File: src/rtl/wb_master_arbiter.sv
// Two-master Wishbone arbiter: round-robin grant, per-master re-arm on strobe drop,
// and a watchdog that completes transactions the slave never acknowledges.
module wb_master_arbiter #(
    parameter int          TIMEOUT  = 255,
    parameter logic [31:0] ERR_DATA = 32'hDEADBEEF
) (
    input  logic        clk,
    input  logic        rst,
    input  logic        m0_STB,
    input  logic        m0_WE,
    input  logic [31:0] m0_ADDR,
    input  logic [31:0] m0_DAT_I,
    output logic [31:0] m0_DAT_O,
    output logic        m0_ACK,
    input  logic        m1_STB,
    input  logic        m1_WE,
    input  logic [31:0] m1_ADDR,
    input  logic [31:0] m1_DAT_I,
    output logic [31:0] m1_DAT_O,
    output logic        m1_ACK,
    output logic        bus_STB,
    output logic        bus_WE,
    output logic [31:0] bus_ADDR,
    output logic [31:0] bus_DAT_O,
    input  logic [31:0] bus_DAT_I,
    input  logic        bus_ACK,
    output logic        bus_err,
    output logic        grant
);

    localparam logic [1:0]  ST_IDLE    = 2'd0;
    localparam logic [1:0]  ST_BUSY    = 2'd1;
    localparam logic [1:0]  ST_RELEASE = 2'd2;
    localparam logic [15:0] WD_LAST    = 16'(TIMEOUT - 1);

    logic [1:0]  stb_vec;
    logic [1:0]  we_vec;
    logic [31:0] addr_arr [2];
    logic [31:0] wdat_arr [2];

    assign stb_vec     = {m1_STB, m0_STB};
    assign we_vec      = {m1_WE, m0_WE};
    assign addr_arr[0] = m0_ADDR;
    assign addr_arr[1] = m1_ADDR;
    assign wdat_arr[0] = m0_DAT_I;
    assign wdat_arr[1] = m1_DAT_I;

    logic [1:0]  state_reg;
    logic [15:0] wd_reg;
    logic        grant_reg;
    logic        bus_stb_reg;
    logic        bus_we_reg;
    logic [31:0] bus_addr_reg;
    logic [31:0] bus_dat_reg;
    logic        bus_err_reg;

    logic [1:0]  armed_vec;
    logic [1:0]  ack_vec;
    logic [31:0] rdat_arr [2];

    logic [1:0]  valid;
    logic        req_any;
    logic        sel_next;
    logic        wd_expired;
    logic        resp_fire;
    logic        resp_err;
    logic [31:0] resp_data;

    assign valid   = stb_vec & armed_vec;
    assign req_any = |valid;

    // On a tie the master that did not win last time gets the bus.
    always_comb begin
        sel_next = grant_reg;
        if (&valid) begin
            sel_next = ~grant_reg;
        end else if (valid[1]) begin
            sel_next = 1'b1;
        end else if (valid[0]) begin
            sel_next = 1'b0;
        end
    end

    // A slave ACK on the watchdog's last cycle wins: normal completion, no error.
    always_comb begin
        wd_expired = (wd_reg == WD_LAST);
        resp_fire  = (state_reg == ST_BUSY) && (bus_ACK || wd_expired);
        resp_err   = (state_reg == ST_BUSY) && !bus_ACK && wd_expired;
        resp_data  = bus_ACK ? bus_DAT_I : ERR_DATA;
    end

    generate
        for (genvar gi = 0; gi < 2; gi++) begin : g_master
            logic        armed_reg;
            logic        ack_reg;
            logic [31:0] rdat_reg;
            logic        mine;

            assign mine = resp_fire && (grant_reg == 1'(gi));

            always_ff @(posedge clk) begin
                if (rst) begin
                    armed_reg <= 1'b1;
                    ack_reg   <= 1'b0;
                    rdat_reg  <= 32'd0;
                end else begin
                    ack_reg <= mine;
                    if (mine) begin
                        rdat_reg  <= resp_data;
                        armed_reg <= 1'b0;
                    end else if (!stb_vec[gi]) begin
                        armed_reg <= 1'b1;
                    end
                end
            end

            assign armed_vec[gi] = armed_reg;
            assign ack_vec[gi]   = ack_reg;
            assign rdat_arr[gi]  = rdat_reg;
        end
    endgenerate

    always_ff @(posedge clk) begin
        if (rst) begin
            state_reg    <= ST_IDLE;
            grant_reg    <= 1'b1;
            wd_reg       <= 16'd0;
            bus_stb_reg  <= 1'b0;
            bus_we_reg   <= 1'b0;
            bus_addr_reg <= 32'd0;
            bus_dat_reg  <= 32'd0;
            bus_err_reg  <= 1'b0;
        end else begin
            bus_err_reg <= resp_err;
            case (state_reg)
                ST_IDLE: begin
                    if (req_any) begin
                        grant_reg    <= sel_next;
                        bus_we_reg   <= we_vec[sel_next];
                        bus_addr_reg <= addr_arr[sel_next];
                        bus_dat_reg  <= wdat_arr[sel_next];
                        bus_stb_reg  <= 1'b1;
                        wd_reg       <= 16'd0;
                        state_reg    <= ST_BUSY;
                    end
                end
                ST_BUSY: begin
                    if (resp_fire) begin
                        bus_stb_reg <= 1'b0;
                        state_reg   <= ST_RELEASE;
                    end else if (wd_reg != 16'hFFFF) begin
                        wd_reg <= wd_reg + 16'd1;
                    end
                end
                ST_RELEASE: begin
                    state_reg <= ST_IDLE;
                end
                default: begin
                    bus_stb_reg <= 1'b0;
                    state_reg   <= ST_IDLE;
                end
            endcase
        end
    end

    assign m0_ACK    = ack_vec[0];
    assign m1_ACK    = ack_vec[1];
    assign m0_DAT_O  = rdat_arr[0];
    assign m1_DAT_O  = rdat_arr[1];
    assign bus_STB   = bus_stb_reg;
    assign bus_WE    = bus_we_reg;
    assign bus_ADDR  = bus_addr_reg;
    assign bus_DAT_O = bus_dat_reg;
    assign bus_err   = bus_err_reg;
    assign grant     = grant_reg;

endmodule
File: config.mk
export PLATFORM = sky130hd
export DESIGN_NAME = wb_master_arbiter
export DESIGN_NICKNAME = d
export VERILOG_FILES = /design/src/rtl/wb_master_arbiter.sv
export SDC_FILE = /design/constraint.sdc
export NUM_CORES = 1
export LEC_CHECK = 0
export CAP_MARGIN = 0
export CORE_ASPECT_RATIO = 1.5
export CORE_MARGIN = 2
export CORE_UTILIZATION = 39
export CTS_BUF_LIST = sky130_fd_sc_hd__clkbuf_4 sky130_fd_sc_hd__clkbuf_8
export DETAILED_ROUTE_END_ITERATION = 7
export GPL_TIMING_DRIVEN = 1
export PLACE_DENSITY = 0.8
export SLEW_MARGIN = 25
export SYNTH_ARGS = -nofsm -noshare
export SYNTH_HDL_FRONTEND = slang
export SYNTH_SLANG_ARGS = --single-unit
export TNS_END_PERCENT = 5
File: constraint.sdc
create_clock -name clk -period 2.5 [get_ports clk]
set_input_delay 0.625 -clock clk [delete_from_list [all_inputs] [get_ports clk]]
set_output_delay 0.625 -clock clk [all_outputs]
set_load 0.02 [all_outputs]
## After elaboration in Yosys (flattened, before gate mapping)

Cells that the tools add are included.

- Flip-flop bits (word level): 154
- Output and inout bits: 134
- Input bits: 167

- Eq/ne operators: 10
- $lt $le $gt $ge: 2
- Bitwise logic cells: 4
- Reduce and logical (&&, ||, !) cells: 15
- Mux-type cells: 26
- Add/subtract/negate cells: 1

Operators by type and width:

| kind | count |
|---|---|
| $mux W32 | 7 |
| $mux W16 | 3 |
| $pmux W16 S2 | 1 |
| $add A16 B1 Y16 const B | 1 |
| $eq A16 B8 Y1 const B | 1 |
| $ne A16 B16 Y1 const B | 1 |
| $mux W1 | 11 |
| $ne A2 B1 Y1 const B | 3 |
| $ne A2 B2 Y1 const B | 3 |
| $reduce_and A2 Y1 | 3 |
| $logic_and A1 B1 Y1 | 5 |
| $mux W2 | 2 |
| $pmux W2 S2 | 1 |
| $reduce_and A4 Y1 | 1 |
| $pmux W1 S3 | 1 |
| $reduce_and A3 Y1 | 1 |
| $and A2 B2 Y2 | 1 |
| $eq A2 B1 Y1 const B | 1 |
| $eq A2 B2 Y1 const B | 1 |
| $ge A2 B2 Y1 const B | 1 |
| $logic_not A2 Y1 | 1 |
| $lt A1 B2 Y1 const B | 1 |
| $not A1 Y1 | 2 |
| $not A1 Y2 | 1 |
| 4 further kinds | 4 |

## Depth between registers and ports, before layout

- Depth in word-level cells: 8
- Depth in mapped cells: 9

## Least setup slack after synthesis

Ideal clock, no wire load.

- Kind: input-to-reg
- Start: in m0_STB
- End: reg bus_addr_reg[0] (netlist: bus_ADDR[0])
- Buffers on the path: 2
- Setup time: 0.138 ns
- Cell stages on the path: 5
- Required time: 2.362 ns
- Arrival: 1.769 ns
- Path slack: 0.593 ns
- Cells stage by stage: a22oi_1 nor3_1 buf_2 clkbuf_1 a211oi_1

- Word-level cells in the longest chain between the ends: 8

RTL lines:

| item | line | RTL |
|---|---|---|
| start: declaration | 9 | `input logic m0_STB,` |
| $and A2 B2 Y2 * | 69 | `assign valid = stb_vec & armed_vec;` |
| $mux W1 | 79 | `end else if (valid[0]) begin` |
| $mux W1 | 77 | `end else if (valid[1]) begin` |
| $mux W1 | 75 | `if (&valid) begin` |
| $not A1 Y2 (not written as such) | 140 | `bus_addr_reg <= addr_arr[sel_next];` |
| $mux W32 (not written as such) (3 in a row) | 140 |  |
| end signal: assignment | 140 |  |
| end: declaration | 53 | `logic [31:0] bus_addr_reg;` |

Every way passes the cells marked *; elsewhere a longest branch is shown, timed or not. The select of a mux whose other input is x is not followed.
A chain may end at the register's enable or synchronous reset.

## Worst setup path in the final report

- Start: reg grant_reg (netlist: grant)
- End: out grant

RTL lines:

| item | line | RTL |
|---|---|---|
| start: declaration | 50 | `logic grant_reg;` |
| start signal: assignment | 138 | `grant_reg <= sel_next;` |
| end: declaration | 28 | `output logic grant` |

No word-level cell between the ends.

==> impl_metrics.json <==
{
  "status": "complete, no violations",
  "die_h_um": 163,
  "die_area_mm2": 0.0180,
  "tns_ps": 0,
  "arrival_ps": 1630,
  "synthFlopType": "dfxtp_1",
  "internal_power_w": 0.00432,
  "num_io_pins": 301,
  "cts_tree": "done",
  "rsz0062_at_grt": "no",
  "syn_inst": 710,
  "drv_slew": 0,
  "start_kind": "flip-flop",
  "core_mm2": 0.0166,
  "critPathKind": "flip-flop to output pin",
  "overflow": 0,
  "pwr-share-seq_pct": 43.7,
  "fmax_mhz": 444,
  "dr.first_iter.drc_count": 280,
  "synth_edf_count": 0,
  "rows": 58,
  "drv_cap": 0,
  "fin_util_pct": 61.5,
  "layout-drive-gt1-share_pct": 8.06,
  "wl_per_cell_um": 17.6,
  "yosysWarnings": 0,
  "grt_pass1_vias": 6089,
  "r2r-start": "wd_reg[1]",
  "ant_nets": 0,
  "route.detailed.drc": 0,
  "p_sw_w": 0.00198,
  "first_pass_iters": 4,
  "cpMaxStageDelayCell": "clkdlybuf4s50_1",
  "layout.nets": 1161,
  "vias": 6214,
  "ys_ff_latch": 154,
  "vias_per_cell": 5.11,
  "p_leak_nw": 3.72,
  "avgSynthCellArea_um2": 9.27,
  "yosysUniqueCellTypes": 50,
  "track_usage_pct": 23.6,
  "skew_ps": 10.7,
  "cts_buffers": 17,
  "tightest_slew_ps": 922,
  "cts-root-buf": "clkbuf_8",
  "grt_start_max_net_pins": 79,
  "hold_path.class": "flip-flop to flip-flop",
  "fin_crit_ps": 2250,
  "insertion_delay_ps": 460,
  "clk_pin_slew_worst_paths_ps": 90,
  "relSlewSlack_pct": 38.5,
  "antenna_cells": 0,
  "hpwl_um": 16000,
  "synthesis.area_mm2": 0.00658,
  "fin_crit_sh_pct": 90.0,
  "ff2ff_setup_slack_ps": 340,
  "hold_path.startpoint": "m1_DAT_O[4]",
  "cp_max_fo": 10,
  "vdd_ir_drop_max_mv": 0.464,
  "powerDensity_mw_per_mm2": 616,
  "critPathLaunch": "grant",
  "cp_top_family": "buffers and inverters",
  "die_w_um": 110,
  "grt_first_pass_wirelength_um": 32400,
  "h-tree-depth": 4,
  "combPwrFrac_pct": 27.2,
  "synthArstFlopShare_pct": 0,
  "start_util_pct": 39.6,
  "p_clk_share_pct": 29.1,
  "setup_viol": 0,
  "cp.required_ps": 1880,
  "syn_nets": 879,
  "slowest_delay_ps": 690,
  "antenna_found_initial": 0,
  "io_buffer_count": 300,
  "cts_setup_buffers": 0,
  "synth-seq-area-share_pct": 46.8,
  "finalHoldViolCount": 0,
  "end_kind": "output pin",
  "switching_share_pct": 31.4,
  "cts.sinks": 154,
  "clockBufferDepth": 2,
  "worstPathCellList": "clkdlybuf4s50_1",
  "routed_wl_um": 21400,
  "cp.buffers_inverters": 1,
  "area_growth_pct": 55.3,
  "gp_congestion": 0.865
}
==> cell type report <==
| class | instances | area, um2 |
|---|---|---|
| Clock buffer | 17 | 234 |
| Sequential cell | 154 | 3080 |
| Clock inverter | 15 | 140 |
| Multi-Input combinational cell | 489 | 3190 |
| Inverter | 3 | 11.3 |
| Tap cell | 210 | 263 |
| Fill cell | 1412 | 6390 |
| Timing Repair Buffer | 327 | 3300 |
==> cell usage in the layout (no fill, tap or decap), types with 2 or more instances in the layout <==
| cell type | synthesis | routed |
|---|---|---|
| a211oi_1 | 106 | 106 |
| a211oi_2 | 10 | 10 |
| a21o_1 | 3 | 3 |
| a21oi_1 | 31 | 31 |
| a31oi_1 | 4 | 4 |
| a41oi_1 | 2 | 2 |
| and2_1 | 3 | 3 |
| and3_1 | 3 | 3 |
| and4_1 | 4 | 4 |
| buf_12 | 0 | 8 |
| buf_4 | 7 | 20 |
| clkbuf_8 | 0 | 17 |
| clkdlybuf4s50_1 | 0 | 299 |
| clkinv_2 | 0 | 3 |
| clkinvlp_4 | 0 | 3 |
| dfxtp_1 | 154 | 153 |
| ha_1 | 2 | 2 |
| inv_1 | 3 | 3 |
| inv_6 | 0 | 6 |
| mux2i_1 | 65 | 65 |
| nand2_1 | 21 | 21 |
| nand2b_1 | 4 | 4 |
| nand3_1 | 21 | 21 |
| nand4_1 | 9 | 9 |
| nor2_1 | 128 | 128 |
| nor2b_1 | 24 | 24 |
| nor3_1 | 5 | 4 |
| nor3_2 | 2 | 2 |
| o21ai_0 | 13 | 13 |
| or3_1 | 4 | 4 |
| or4_1 | 4 | 4 |
==> worst paths after layout <==
check                              endpoint  depth (start not counted)
worst max-delay path                  grant                          1
worst min-delay path            m1_DAT_O[4]                          2
worst max register to register   wd_reg[10]                          7
worst min register to register  m1_DAT_O[4]                          2
==> routing by layer <==
| layer | track usage [%] | routed length, um |
|---|---|---|
| met1 | 26.0 | 8190 |
| met2 | 41.3 | 10800 |
| met3 | 6.94 | 1840 |
| met4 | 10.0 | 607 |
| met5 | 0 | 0 |
==> logic make-up after synthesis <==
family                   synth area share, %
AO/OA/AOI/OAI                           20.1
AND/OR/NAND/NOR                         17.4
flip-flops                              46.8
XOR/XNOR                               0.133
multiplexers                            10.1
adder cells (fa/ha/maj)                0.380
buffers and inverters                   5.04
==> cell usage after synthesis (2+ instances only) <==
cell / n / area (um2)
a211oi_1: 106 / 796
a211oi_2: 10 / 125
a21o_1: 3 / 22.5
a21oi_1: 31 / 155
a31oi_1: 4 / 25.0
a41oi_1: 2 / 17.5
and2_1: 3 / 18.8
and3_1: 3 / 18.8
and4_1: 4 / 35.0
buf_1: 2 / 7.51
buf_2: 13 / 65.1
buf_4: 7 / 52.6
buf_6: 5 / 56.3
clkbuf_1: 37 / 139
dfxtp_1: 154 / 3080
ha_1: 2 / 25.0
inv_1: 3 / 11.3
mux2i_1: 65 / 651
nand2_1: 21 / 78.8
nand2b_1: 4 / 25.0
nand3_1: 21 / 105
nand4_1: 9 / 56.3
nor2_1: 128 / 480
nor2b_1: 24 / 150
nor3_1: 5 / 25.0
nor3_2: 2 / 20.0
o21ai_0: 13 / 65.1
or3_1: 4 / 25.0
or4_1: 4 / 30.0
==> stage by stage <==
stage	instances	setup slack (ps)	total power (W)	hold WS (ps)	instance area, um2
after floorplan	710	593	0.00366	472	6580
after CTS	1215	24.0	0.00636	463	10200
final	1215	249	0.00630	460	10200
after global routing	1215	172	0.00661	488	10200
after detailed placement	1183	19.9	0.00453	450	9850
after global placement	1183	86.7	0.00451	446	9850
==> power by group through the flow <==
stage	combinational (W)	sequential, W	clock [W]
3_3_place_gp	0.00170	0.00281	0
6_report	0.00171	0.00275	0.00183
3_5_place_dp	0.00172	0.00281	0
2_1_floorplan	0.000634	0.00303	0
4_1_cts	0.00172	0.00276	0.00188
5_1_grt	0.00185	0.00278	0.00198
==> timing repair <==
item,4_1_cts,5_1_grt
endpoints found under the hold margin,0,0
resized for setup,0,1
hold buffers,0,0
endpoints found under the setup margin,0,1
Note: power is estimated with default switching activity, not from simulation.
